$ cat src/rtl/vga_pkg.sv
// Shared VGA pipeline types and constants.
// Holds the background animation FSM states, the per-axis payload used by the
// bounce datapath, and the reset centre shared with the background draw stage.
package vga_pkg;

  localparam int unsigned BG_POS_W   = 11;
  localparam int unsigned BG_PHASE_W = 4;
  localparam int unsigned BG_CNT_W   = 8;

  // Reset wave centre; the draw stage uses the same values for its first frame.
  localparam int unsigned BG_X_INIT = 220;
  localparam int unsigned BG_Y_INIT = 240;

  typedef enum logic [1:0] {
    BOUNCE,
    PENDING,
    RIPPLE
  } bg_anim_state_t;

  // One axis of the bounce datapath: direction (1 = moving positive) and position.
  typedef struct packed {
    logic                        dir;
    logic signed [BG_POS_W-1:0]  pos;
  } bg_axis_t;

endpackage

$ cat src/rtl/vga_if.sv
// VGA timing bundle passed between the timing chain and its observers.
// Modports: in (observer side), out (timing generator side).
interface vga_if;
  logic [10:0] hcount;
  logic [10:0] vcount;
  logic        hsync;
  logic        vsync;
  logic        hblnk;
  logic        vblnk;

  modport in  (input  hcount, vcount, hsync, vsync, hblnk, vblnk);
  modport out (output hcount, vcount, hsync, vsync, hblnk, vblnk);
endinterface

$ cat src/rtl/bg_anim_ctrl_tick.sv
// frame_tick_gen: vblnk rising-edge detector with a registered one-cycle pulse.
// Ports: clk, rst (sync, active-high), vblnk in, frame_tick out.
module frame_tick_gen (
  input  logic clk,
  input  logic rst,
  input  logic vblnk,
  output logic frame_tick
);

  logic vblnk_d;

  always_ff @(posedge clk) begin
    if (rst) begin
      vblnk_d    <= 1'b0;
      frame_tick <= 1'b0;
    end else begin
      vblnk_d    <= vblnk;
      frame_tick <= vblnk & ~vblnk_d;
    end
  end

endmodule

$ cat src/rtl/bg_anim_ctrl.sv
// bg_anim_ctrl: per-frame wave centre / phase animation with ripple override.
// Ports: clk, rst (sync, active-high); in (vga_if, only vblnk used);
//   freeze (suppress frame updates); ripple_req/ripple_x/ripple_y request in,
//   ripple_ack pulse out; x_c, y_c (signed centre), phase, ripple_active,
//   frame_tick out. All outputs are registered.
module bg_anim_ctrl
  import vga_pkg::*;
#(
  parameter int X_MIN         = 0,
  parameter int X_MAX         = 1023,
  parameter int Y_MIN         = 0,
  parameter int Y_MAX         = 767,
  parameter int X_INIT        = int'(BG_X_INIT),
  parameter int Y_INIT        = int'(BG_Y_INIT),
  parameter int STEP          = 2,
  parameter int RIPPLE_FRAMES = 60
) (
  input  logic                        clk,
  input  logic                        rst,
  vga_if.in                           in,
  input  logic                        freeze,
  input  logic                        ripple_req,
  input  logic [BG_POS_W-1:0]         ripple_x,
  input  logic [BG_POS_W-1:0]         ripple_y,
  output logic                        ripple_ack,
  output logic signed [BG_POS_W-1:0]  x_c,
  output logic signed [BG_POS_W-1:0]  y_c,
  output logic [BG_PHASE_W-1:0]       phase,
  output logic                        ripple_active,
  output logic                        frame_tick
);

  bg_anim_state_t              state, state_nxt;
  bg_axis_t                    ax, ax_nxt, ay, ay_nxt;
  logic signed [BG_POS_W-1:0]  pend_x, pend_x_nxt, pend_y, pend_y_nxt;
  logic [BG_PHASE_W-1:0]       phase_nxt;
  logic [BG_CNT_W-1:0]         frame_cnt, frame_cnt_nxt;
  logic                        ack_nxt;
  logic                        tick_ok;
  logic                        accept;

  frame_tick_gen u_tick (
    .clk        (clk),
    .rst        (rst),
    .vblnk      (in.vblnk),
    .frame_tick (frame_tick)
  );

  // Clamp an unsigned request coordinate into [lo, hi] in 12-bit signed space.
  function automatic logic signed [BG_POS_W-1:0] clamp_pos(
    input logic [BG_POS_W-1:0] v, input int lo, input int hi);
    logic signed [BG_POS_W:0] s, lo_s, hi_s;
    s    = {1'b0, v};
    lo_s = (BG_POS_W+1)'(lo);
    hi_s = (BG_POS_W+1)'(hi);
    if (s < lo_s)      clamp_pos = BG_POS_W'(lo_s);
    else if (s > hi_s) clamp_pos = BG_POS_W'(hi_s);
    else               clamp_pos = BG_POS_W'(s);
  endfunction

  // One bounce step on an axis; pins to the bound and reverses on overshoot.
  function automatic bg_axis_t bounce(input bg_axis_t a, input int lo, input int hi);
    logic signed [BG_POS_W:0] pos_s, sum, lo_s, hi_s, step_s;
    bg_axis_t r;
    pos_s  = {a.pos[BG_POS_W-1], a.pos};
    lo_s   = (BG_POS_W+1)'(lo);
    hi_s   = (BG_POS_W+1)'(hi);
    step_s = (BG_POS_W+1)'(STEP);
    r      = a;
    if (a.dir) begin
      sum = pos_s + step_s;
      if (sum > hi_s) begin
        r.pos = BG_POS_W'(hi_s);
        r.dir = 1'b0;
      end else begin
        r.pos = BG_POS_W'(sum);
      end
    end else begin
      sum = pos_s - step_s;
      if (sum < lo_s) begin
        r.pos = BG_POS_W'(lo_s);
        r.dir = 1'b1;
      end else begin
        r.pos = BG_POS_W'(sum);
      end
    end
    bounce = r;
  endfunction

  assign tick_ok = frame_tick & ~freeze;
  assign accept  = ripple_req & ((state == BOUNCE) | (state == RIPPLE));

  // State register and datapath registers.
  always_ff @(posedge clk) begin
    if (rst) begin
      state         <= BOUNCE;
      ax            <= '{dir: 1'b1, pos: BG_POS_W'(X_INIT)};
      ay            <= '{dir: 1'b1, pos: BG_POS_W'(Y_INIT)};
      pend_x        <= '0;
      pend_y        <= '0;
      phase         <= '0;
      frame_cnt     <= '0;
      ripple_ack    <= 1'b0;
      ripple_active <= 1'b0;
    end else begin
      state         <= state_nxt;
      ax            <= ax_nxt;
      ay            <= ay_nxt;
      pend_x        <= pend_x_nxt;
      pend_y        <= pend_y_nxt;
      phase         <= phase_nxt;
      frame_cnt     <= frame_cnt_nxt;
      ripple_ack    <= ack_nxt;
      ripple_active <= (state_nxt == RIPPLE);
    end
  end

  // Next-state and datapath update.
  always_comb begin
    state_nxt     = state;
    ax_nxt        = ax;
    ay_nxt        = ay;
    pend_x_nxt    = pend_x;
    pend_y_nxt    = pend_y;
    phase_nxt     = phase;
    frame_cnt_nxt = frame_cnt;
    ack_nxt       = 1'b0;

    // Requests are latched the same way from BOUNCE and RIPPLE.
    if (accept) begin
      pend_x_nxt = clamp_pos(ripple_x, X_MIN, X_MAX);
      pend_y_nxt = clamp_pos(ripple_y, Y_MIN, Y_MAX);
      ack_nxt    = 1'b1;
      state_nxt  = PENDING;
    end

    unique case (state)
      BOUNCE: begin
        // Bounce still advances on a coincident request; the new centre waits a tick.
        if (tick_ok) begin
          ax_nxt    = bounce(ax, X_MIN, X_MAX);
          ay_nxt    = bounce(ay, Y_MIN, Y_MAX);
          phase_nxt = phase + BG_PHASE_W'(1);
        end
      end
      PENDING: begin
        if (tick_ok) begin
          ax_nxt.pos    = pend_x;
          ay_nxt.pos    = pend_y;
          phase_nxt     = '0;
          frame_cnt_nxt = BG_CNT_W'(RIPPLE_FRAMES - 1);
          state_nxt     = RIPPLE;
        end
      end
      RIPPLE: begin
        // A coincident request pre-empts the tick: phase and count hold.
        if (tick_ok && !accept) begin
          phase_nxt = phase + BG_PHASE_W'(1);
          if (frame_cnt == '0) state_nxt = BOUNCE;
          else                 frame_cnt_nxt = frame_cnt - BG_CNT_W'(1);
        end
      end
      default: state_nxt = BOUNCE;
    endcase
  end

  assign x_c = ax.pos;
  assign y_c = ay.pos;

endmodule

$ cat src/flat_wrapper.sv
// flat-port wrapper written by rule: the top's interface ports become plain ports
module bg_anim_ctrl_flat import vga_pkg::*;
#(
  parameter int X_MIN         = 0,
  parameter int X_MAX         = 1023,
  parameter int Y_MIN         = 0,
  parameter int Y_MAX         = 767,
  parameter int X_INIT        = int'(BG_X_INIT),
  parameter int Y_INIT        = int'(BG_Y_INIT),
  parameter int STEP          = 2,
  parameter int RIPPLE_FRAMES = 60
)
  (clk, rst, freeze, ripple_req, ripple_x, ripple_y, ripple_ack, x_c, y_c, phase, ripple_active, frame_tick, in_hcount, in_vcount, in_hsync, in_vsync, in_hblnk, in_vblnk);
  vga_if in_i ();
  input  logic clk;
  input  logic rst;
  input  logic freeze;
  input  logic ripple_req;
  input  logic [BG_POS_W-1:0] ripple_x;
  input  logic [BG_POS_W-1:0] ripple_y;
  output logic ripple_ack;
  output logic signed [BG_POS_W-1:0] x_c;
  output logic signed [BG_POS_W-1:0] y_c;
  output logic [BG_PHASE_W-1:0] phase;
  output logic ripple_active;
  output logic frame_tick;
  input wire logic [$bits(in_i.hcount)-1:0] in_hcount;
  input wire logic [$bits(in_i.vcount)-1:0] in_vcount;
  input wire logic [$bits(in_i.hsync)-1:0] in_hsync;
  input wire logic [$bits(in_i.vsync)-1:0] in_vsync;
  input wire logic [$bits(in_i.hblnk)-1:0] in_hblnk;
  input wire logic [$bits(in_i.vblnk)-1:0] in_vblnk;
  assign in_i.hcount = in_hcount;
  assign in_i.vcount = in_vcount;
  assign in_i.hsync = in_hsync;
  assign in_i.vsync = in_vsync;
  assign in_i.hblnk = in_hblnk;
  assign in_i.vblnk = in_vblnk;
  bg_anim_ctrl #(.X_MIN(X_MIN), .X_MAX(X_MAX), .Y_MIN(Y_MIN), .Y_MAX(Y_MAX), .X_INIT(X_INIT), .Y_INIT(Y_INIT), .STEP(STEP), .RIPPLE_FRAMES(RIPPLE_FRAMES)) u_core (.clk(clk), .rst(rst), .in(in_i), .freeze(freeze), .ripple_req(ripple_req), .ripple_x(ripple_x), .ripple_y(ripple_y), .ripple_ack(ripple_ack), .x_c(x_c), .y_c(y_c), .phase(phase), .ripple_active(ripple_active), .frame_tick(frame_tick));
endmodule
$ cat config.mk
export PLATFORM = sky130hd
export DESIGN_NAME = bg_anim_ctrl_flat
export DESIGN_NICKNAME = d
export VERILOG_FILES = /design/src/rtl/vga_pkg.sv /design/src/rtl/vga_if.sv /design/src/rtl/bg_anim_ctrl_tick.sv /design/src/rtl/bg_anim_ctrl.sv /design/src/flat_wrapper.sv
export SDC_FILE = /design/constraint.sdc
export NUM_CORES = 1
export LEC_CHECK = 0
export ABC_AREA = 1
export BUFFER_PORTS_ARGS = -buffer_cell sky130_fd_sc_hd__buf_2
export CAP_MARGIN = 25
export CORE_ASPECT_RATIO = 1.75
export CORE_MARGIN = 2
export CORE_UTILIZATION = 49
export DETAILED_ROUTE_END_ITERATION = 7
export GPL_TIMING_DRIVEN = 0
export PLACE_DENSITY = 0.78
export RECOVER_POWER = 50
export SLEW_MARGIN = 20
export SYNTH_ARGS = -nofsm -noshare
export SYNTH_HDL_FRONTEND = slang
export SYNTH_HIERARCHICAL = 1
export SYNTH_SLANG_ARGS = --single-unit
export TNS_END_PERCENT = 5
$ cat constraint.sdc
create_clock -name clk -period 2 [get_ports clk]
set_input_delay 0.4 -clock clk [delete_from_list [all_inputs] [get_ports clk]]
set_output_delay 0.4 -clock clk [all_outputs]
set_load 0.005 [all_outputs]
==> qor.yml, run 1 <==
timing:
  setup_viol_count_final: 0
  setup_slack_ns: 0.141
  period_share_pct: 92.9
  rsz0062_at_grt: "true"
  finClkSkew_ns: 0.00407
  setup-tns-final_ns: 0
  slew_viol_final: 0
  relSlewSlack_pct: 59.0
  hold_violations: 0
  fin_crit_ns: 1.86
  fmax_ghz: 0.538
  worstMarginPinSlew_ns: 0.615
hold_path:
  min_path_type: "in2reg"
placement:
  place_inst: 716
  port_buffers: 54
  dpl.hpwl_mm: 7.87
  place_congestion: 0.912
  place_ws_ns: -0.0265
grt:
  grt_pass1_vias: 3749
  grt_pass1_wl_mm: 17.4
  grt_antenna_before_repair: 0
  track_usage_pct: 25.6
  grt_overflow_total: 0
  grt_max_degree: 11
synth:
  postSynthAreaPerCell_um2: 6.70
  synthMuxAreaShare_pct: 0.260
  synth-seq-area-share_pct: 33.3
  synth_top_area_cell: "dfxtp_1"
  syn_area_um2: 3840
  synth_xor_area_share_pct: 3.42
  synth-simple-area-share_pct: 28.6
  synth_top_area_share_pct: 33.3
  synth_cell_types: 35
  synth_compound_area_share_pct: 18.4
  yosys_register_bits: 64
  syn_nets: 632
  yosys.area_share.adder_pct: 1.95
  synth_cells: 574
  yosysWarnings: 6
  yosys-top-cells-area: "dfxtp_1 (33%), nand2_1 (10%), a21oi_1 (7.4%), inv_1 (6.2%), nor2_1 (5.4%)"
  synth_top_family_by_area: "simple AND/OR/NAND/NOR gates"
layout:
  antenna_cells: 0
  multiInputGateArea_um2: 2060
  area_growth_pct: 18.5
  nNetsFinal: 697
  layout_commonest_cell: "nand2_1"
  n_fill_cell: 739
  mostFrequentLayoutCells: "nand2_1 (104), inv_1 (62), dfxtp_1 (60), buf_2 (57), a21oi_1 (57)"
  regArea_um2: 1290
  finalNonFillerCells: 731
  drive_above_1_share_pct: 21.0
run:
  maxCapViolations: 0
detailed_routing:
  vias: 4009
  postRouteAntennaNets: 0
  drt_first_pass_iters: 5
  viasPerCell: 5.48
  avgRoutedWirePerCell_um: 14.5
  drt_iter0_markers: 358
  finalWirelength_mm: 10.6
  drcViolationCount: 0
clock_network:
  hold_buffers: 0
  cts_htree_levels: 3
  cts_tree: "done"
  clk_path_buf_depth: 2
  cts_buffers: 9
  insertion_delay_ns: 0.32
  cts.sinks: 64
  cts_root_buf: "clkbuf_16"
  clk_pin_slew_ns: 0.05
power_and_ir_drop:
  total_power_uw: 3380
  p_per_area_nw_per_um2: 741
  p_leak_uw: 0.00210
  ir_drop_mv: 0.579
status:
  run_status: "completed"
floorplan:
  io_pins: 81
  core_area_um2: 7570
  rows: 42
  start_util_pct: 50.8
  fp.dieW_um: 71.0
  die-area_um2: 8600
  die_height_um: 121
critical_path:
  arrival_ns: 2.11
  critPathRequiredTime_ns: 2.25
  path_max_fanout: 10
  worst_setup_path_start_kind: "flip-flop"
  setup.worst_path.class: "reg2reg"
  cp-end-kind: "flip-flop"
## synthesized netlist by cell type
cell	instances
nor2_4	2
o32ai_1	1
nand2_4	1
nor2_1	55
o211ai_1	3
a211oi_1	10
a221oi_1	1
mux2i_1	1
clkbuf_1	14
inv_2	4
clkbuf_4	1
o22ai_1	4
o21ai_1	6
nor3_2	1
a21oi_1	57
nand3_2	3
clkbuf_2	1
ha_1	6
buf_4	26
xor2_1	11
nand3_1	32
o21ai_2	2
dfxtp_1	64
nor3_1	18
and3_1	2
nand4_1	13
nand2_1	103
buf_2	5
inv_1	63
a31oi_1	7
o21ai_0	38
buf_1	1
nand2_2	9
xnor2_1	4
nor2_2	5
## routing by layer
layer / up-vias / track usage, % / wire [um]
met5: - / 0 / 0
met4: 0 / 12.3 / 288
met3: 26 / 4.65 / 549
met2: 141 / 46.3 / 5640
met1: 1839 / 28.3 / 4100
li1: 2003 / - / -
## critical path, stage by stage, from the launching register on
cell	delay (ns)
dfxtp_1	0.32
buf_4	0.15
inv_2	0.09
nor2_4	0.23
inv_2	0.12
nor2_2	0.17
inv_1	0.12
o21ai_2	0.12
buf_4	0.22
o21ai_0	0.10
a21oi_1	0.14
## worst paths after layout
| path | slack [ns] | startpoint | end | depth (start not counted) |
|---|---|---|---|---|
| worst max-delay path | 0.14 | u_core/state[0]$_SDFF_PP0_ | u_core/frame_cnt[5]$_SDFFE_PP0P_ | 10 |
| worst min register to register | 0.40 | u_core/u_tick/vblnk_d$_SDFF_PP0_ | u_core/u_tick/frame_tick$_SDFF_PP0_ | 1 |
| worst min-delay path | 0.31 | in_vblnk | u_core/u_tick/vblnk_d$_SDFF_PP0_ | 3 |
| worst max register to register | 0.14 | u_core/state[0]$_SDFF_PP0_ | u_core/frame_cnt[5]$_SDFFE_PP0P_ | 10 |
## power by group
| part | switching (uW) | total, uW | internal [uW] |
|---|---|---|---|
| sequential | 44.5 | 1380 | 1340 |
| combinational | 298 | 474 | 176 |
| clock | 528 | 1520 | 989 |
## cells by family after synthesis
kind of cell	Yosys count
xor+xnor	15
flops	64
compound gates	129
mux	1
buf+inv	115
simple gates	244
fa+ha+maj	6
## metrics by stage
stage / instance area (um^2) / utilization, % / hold WS (ns)
floorplan: 3840 / - / 0.382
global placement: 4220 / 55.8 / 0.391
detailed placement: 4220 / 55.8 / 0.389
CTS: 4510 / 59.7 / 0.281
global route: 4550 / 60.2 / 0.310
finish: 4550 / 60.2 / 0.307
## layout make-up
| class | count | share of cell area (%) |
|---|---|---|
| tap | 88 | 2.42 |
| clock inverter | 3 | 0.934 |
| buffer | 48 | 6.35 |
| timing repair buffer | 54 | 5.88 |
| multi-input combinational | 395 | 45.2 |
| clock buffer | 12 | 5.41 |
| sequential | 64 | 28.3 |
| inverter | 67 | 5.52 |
## registers in the layout, indices dropped and copies added, names as in the netlist, 2 cells and up
signal / count
u_core/frame_cnt: 8
u_core/pend_x: 11
u_core/pend_y: 11
u_core/phase: 4
u_core/state: 2
u_core/x_c: 11
u_core/y_c: 11
## repair_timing
item / 4_1_cts / 5_1_grt
buffers inserted: 0 / 0
resized for setup: 1 / 15
endpoints found under the hold margin: 0 / 0
pin swaps: 0 / 0
endpoints found under the setup margin: 1 / 28
(Power assumes the default switching activity.)
==> inputs of run 2 (changes only) <==
Settings changed: CELL_PAD_IN_SITES_DETAIL_PLACEMENT from default to 1, CELL_PAD_IN_SITES_GLOBAL_PLACEMENT from default to 1, CORE_UTILIZATION 49 to 39, PLACE_DENSITY 0.78 to 0.86.
==> qor.yml, run 2 (synthesized netlist as in run 1, its figures left out) <==
status:
  run_status: "completed"
timing:
  setup_viol_count_final: 0
  worstMarginPinSlew_ns: 0.695
  finClkSkew_ns: 0.00378
  period_share_pct: 97.9
  slew_viol_final: 0
  hold_violations: 0
  relSlewSlack_pct: 53.7
  fmax_ghz: 0.511
  fin_crit_ns: 1.96
  rsz0062_at_grt: "true"
layout:
  antenna_cells: 0
  drive_above_1_share_pct: 21.9
  final_core_util_pct: 48.2
  nNetsFinal: 700
  mostFrequentLayoutCells: "nand2_1 (103), inv_1 (62), dfxtp_1 (60), a21oi_1 (57), buf_2 (51)"
  layout_commonest_cell: "nand2_1"
  finalNonFillerCells: 772
  area_growth_pct: 22.0
power_and_ir_drop:
  ir_drop_mv: 0.482
  swShare_pct: 26.6
  clkPwrFrac_pct: 47.0
  total_power_uw: 3610
  switchingPower_uw: 960
  combPwrFrac_pct: 14.6
  pwr-share-seq_pct: 38.4
  p_per_area_nw_per_um2: 769
  p_leak_uw: 0.00213
  internal-power_uw: 2650
floorplan:
  die-area_um2: 10700
  rows: 48
  fp.dieW_um: 79.0
  start_util_pct: 39.5
  io_pins: 81
  die_height_um: 135
  core_area_um2: 9730
detailed_routing:
  drt_iter0_markers: 262
  finalWirelength_mm: 13.6
  drcViolationCount: 0
  postRouteAntennaNets: 0
  drt_first_pass_iters: 4
  vias: 4243
  avgRoutedWirePerCell_um: 17.7
  viasPerCell: 5.50
placement:
  port_buffers: 54
  dpl.hpwl_mm: 9.78
  place_congestion: 0.880
  place_inst: 753
run:
  maxCapViolations: 0
critical_path:
  r2r-end: "u_core/x_c[2]$_SDFFE_PP1P_"
  critPathRequiredTime_ns: 2.21
  r2r_start: "u_core/x_c[1]$_SDFFE_PP0P_"
  worstRegToRegCells: 9
  crit_end: "u_core/x_c[2]$_SDFFE_PP1P_"
  rrSetupSlack_ns: 0.04
  cp-end-kind: "flip-flop"
  path_max_fanout: 9
  arrival_ns: 2.17
  worst_setup_path_start_kind: "flip-flop"
  critPathLaunch: "u_core/x_c[1]$_SDFFE_PP0P_"
  setup.worst_path.class: "reg2reg"
clock_network:
  clk_pin_slew_ns: 0.06
  cts_buffers: 9
  insertion_delay_ns: 0.33
  cts_root_buf: "clkbuf_16"
  clk_path_buf_depth: 2
  cts_htree_levels: 3
  hold_buffers: 0
  cts.sinks: 64
  cts_tree: "done"
grt:
  track_usage_pct: 25.4
  grt_pass1_wl_mm: 21.2
  grt_pass1_vias: 4546
  grt_overflow_total: 0
  grt_max_degree: 12
  grt_antenna_before_repair: 0
hold_path:
  min_path_type: "in2reg"
  min_from: "in_vblnk"
[run 2: cell types whose count changed in the layout (fill, tap and decap cells not counted), moves of 2 or more]
cell	before	now
buf_2	57	51
buf_4	9	24
clkbuf_1	19	22
clkbuf_4	18	6
clkinv_2	1	3
ha_1	5	3
ha_2	1	3
nor2_1	51	49
nor2_4	2	4
[run 2: worst max-delay path, cell delays in order, from the launching register on]
cell     delay, ns
dfxtp_4       0.39
inv_2         0.12
ha_2          0.23
nand4_1       0.18
nor2_2        0.19
nand2_1       0.15
nand3_4       0.13
mux2i_1       0.09
o21ai_0       0.26
nand2_1       0.09
[run 2: worst min path at each step]
stage	to	slack [ns]	cells past startpoint
after global placement	u_core/u_tick/frame_tick$_SDFF_PP0_	0.39	1
after floorplan	u_core/u_tick/frame_tick$_SDFF_PP0_	0.38	1
after global routing	u_core/u_tick/vblnk_d$_SDFF_PP0_	0.32	3
after CTS	u_core/u_tick/vblnk_d$_SDFF_PP0_	0.29	3
final	u_core/u_tick/vblnk_d$_SDFF_PP0_	0.32	3
after detailed placement	u_core/u_tick/frame_tick$_SDFF_PP0_	0.39	1
[run 2: power by group through the flow]
stage	combinational, uW	clock, uW	sequential [uW]
floorplan	325	0	1400
global placement	460	0	1410
detailed placement	483	0	1410
CTS	495	1710	1380
global route	571	1770	1390
finish	526	1690	1390
[run 2: what timing repair did]
item | CTS | global route
buffers inserted | 0 | 3
setup endpoints to repair | 16 | 28
pin swaps | 0 | 3
resized for setup | 4 | 24
[run 2: through the flow]
| step | cell area (um^2) | hold WS (ns) | setup WS [ns] | setup TNS, ns |
|---|---|---|---|---|
| after global routing | 4690 | 0.319 | -0.0420 | -0.115 |
| after global placement | 4270 | 0.394 | -0.0304 | -0.0304 |
| after detailed placement | 4270 | 0.392 | -0.137 | -0.737 |
| after floorplan | 3840 | 0.382 | 0.352 | 0 |
| after CTS | 4600 | 0.289 | 0.00203 | 0 |
| final | 4690 | 0.315 | 0.0427 | 0 |
[run 2: layout make-up]
class | count | area [um^2]
well taps | 125 | 156
clock inverters | 6 | 82.6
multi-input cells | 395 | 2100
fillers | 1327 | 5040
inverters | 67 | 251
clock buffers | 10 | 239
plain buffers | 48 | 289
repair buffers | 57 | 283
flip-flops and latches | 64 | 1290
[run 2: metal layers]
metal  part of all wire (%)  vias to the layer above  track usage, %
li1                       -                     2011               -
met1                     37                     2114            24.4
met2                     57                       86            49.3
met3                    2.6                       32            4.07
met4                    3.4                        0            14.8
met5                      0                        -               0
==> inputs of run 3 (changes only) <==
Settings changed: RECOVER_POWER 50 to default.
==> qor.yml, run 3 (synthesized netlist as in run 1, its figures left out) <==
status:
  run_status: "completed"
layout:
  mostFrequentLayoutCells: "nand2_1 (102), inv_1 (62), dfxtp_1 (60), buf_2 (59), a21oi_1 (57)"
  drive_above_1_share_pct: 23.3
  regArea_um2: 1290
  antenna_cells: 0
  nNetsFinal: 700
  finalInstanceArea_um2: 4700
  area_growth_pct: 22.4
  multiInputGateArea_um2: 2100
  layout_commonest_cell: "nand2_1"
  n_fill_cell: 1321
floorplan:
  core_area_um2: 9730
  fp.dieW_um: 79.0
  start_util_pct: 39.5
  die-area_um2: 10700
  rows: 48
  die_height_um: 135
  io_pins: 81
timing:
  relSlewSlack_pct: 53.3
  hold_violations: 0
  holdWs_ns: 0.293
  fmax_ghz: 0.513
  setup-tns-final_ns: 0
  setup_viol_count_final: 0
  finClkSkew_ns: 0.00377
  slew_viol_final: 0
  worstMarginPinSlew_ns: 0.700
  rsz0062_at_grt: "true"
  setup_slack_ns: 0.0502
  period_share_pct: 97.5
  fin_crit_ns: 1.95
critical_path:
  worst_setup_path_start_kind: "flip-flop"
  r2r-end: "u_core/x_c[2]$_SDFFE_PP1P_"
  setup.worst_path.class: "reg2reg"
  path_max_fanout: 9
  worstRegToRegCells: 9
  critPathRequiredTime_ns: 2.21
  arrival_ns: 2.16
  cp-end-kind: "flip-flop"
  rrSetupSlack_ns: 0.05
  r2r_start: "u_core/x_c[1]$_SDFFE_PP0P_"
placement:
  postPlaceCellArea_um2: 4270
  place_congestion: 0.880
  place_ws_ns: -0.137
  dpl.hpwl_mm: 9.78
  port_buffers: 54
clock_network:
  insertion_delay_ns: 0.33
  cts_tree: "done"
  cts_htree_levels: 3
  cts.sinks: 64
  cts_root_buf: "clkbuf_16"
  cts_buffers: 9
  clk_pin_slew_ns: 0.05
  clk_path_buf_depth: 2
detailed_routing:
  top_layer: "met4"
  dr_wl_met3_um: 369
  drt_iter0_markers: 252
  finalWirelength_mm: 13.6
  vias: 4226
  avgRoutedWirePerCell_um: 17.6
  route.met2.wl_mm: 7.77
  met1_length_mm: 5.00
  viasPerCell: 5.47
  postRouteAntennaNets: 0
  drt_first_pass_iters: 4
  drcViolationCount: 0
hold_path:
  min_from: "in_vblnk"
  worstHoldEndpoint: "u_core/u_tick/vblnk_d$_SDFF_PP0_"
  min_path_type: "in2reg"
  holdPathStages: 3
power_and_ir_drop:
  ir_drop_mv: 0.482
  p_leak_uw: 0.00216
  p_per_area_nw_per_um2: 767
  total_power_uw: 3610
grt:
  grt_max_degree: 12
  grt_pass1_wl_mm: 21.2
  grt_antenna_before_repair: 0
  track_usage_pct: 25.4
  grt_pass1_vias: 4546
  grt_overflow_total: 0
run:
  maxCapViolations: 0
==> run 3: cell count changes in the layout (fill, tap and decap cells not counted), sizes merged <==
| cell | delta |
|---|---|
| buf | +13 |
| clkbuf | -13 |
==> run 3: layout make-up <==
class,instances,share of cell area (%)
plain buffers,48,6.15
repair buffers,57,6.23
clock inverters,6,1.76
inverters,67,5.35
clock buffers,10,5.08
well taps,125,3.33
multi-input cells,395,44.7
flip-flops and latches,64,27.5
==> run 3: where the power goes <==
part | switching (uW) | leakage [uW] | internal [uW] | total (uW)
Combinational | 335 | 0.00147 | 192 | 527
Clock | 578 | 0.000158 | 1120 | 1690
Sequential | 46.9 | 0.000526 | 1340 | 1390
==> run 3: repair_timing <==
action	4_1_cts	5_1_grt
setup endpoints to repair	16	28
setup buffers	0	3
hold buffers	0	0
pin swaps	0	3
gates resized for setup	4	24
==> run 3: critical path, stage by stage, from the launching register on <==
cell and delay [ns]:
dfxtp_4 0.39, inv_2 0.12, ha_2 0.23, nand4_1 0.18, nor2_2 0.19, nand2_1 0.15, nand3_4 0.13, mux2i_1 0.09
o21ai_0 0.26, nand2_1 0.09
==> run 3: worst max-delay path by stage <==
stage | start | endpoint | cells after the start
floorplan | u_core/frame_cnt[0]$_SDFFE_PP0P_ | u_core/frame_cnt[3]$_SDFFE_PP0P_ | 10
global placement | u_core/x_c[1]$_SDFFE_PP0P_ | u_core/x_c[8]$_SDFFE_PP0P_ | 11
detailed placement | u_core/x_c[1]$_SDFFE_PP0P_ | u_core/x_c[2]$_SDFFE_PP1P_ | 9
CTS | u_core/y_c[1]$_SDFFE_PP0P_ | u_core/y_c[2]$_SDFFE_PP0P_ | 11
global route | u_core/x_c[8]$_SDFFE_PP0P_ | u_core/x_c[3]$_SDFFE_PP1P_ | 9
finish | u_core/x_c[1]$_SDFFE_PP0P_ | u_core/x_c[2]$_SDFFE_PP1P_ | 9
==> run 3: metal layers <==
metal  up-vias  global-route usage (%)
met3        30                    4.07
li1       2014                       -
met4         0                    14.8
met5         -                       0
met1      2097                    24.4
met2        85                    49.3
==> run 3: stage by stage <==
step                      std cells  utilization, %
after global placement          753            43.9
after detailed placement        753            43.9
after global routing            772            48.3
final                           772            48.3
after CTS                       769            47.3
after floorplan                 574               -
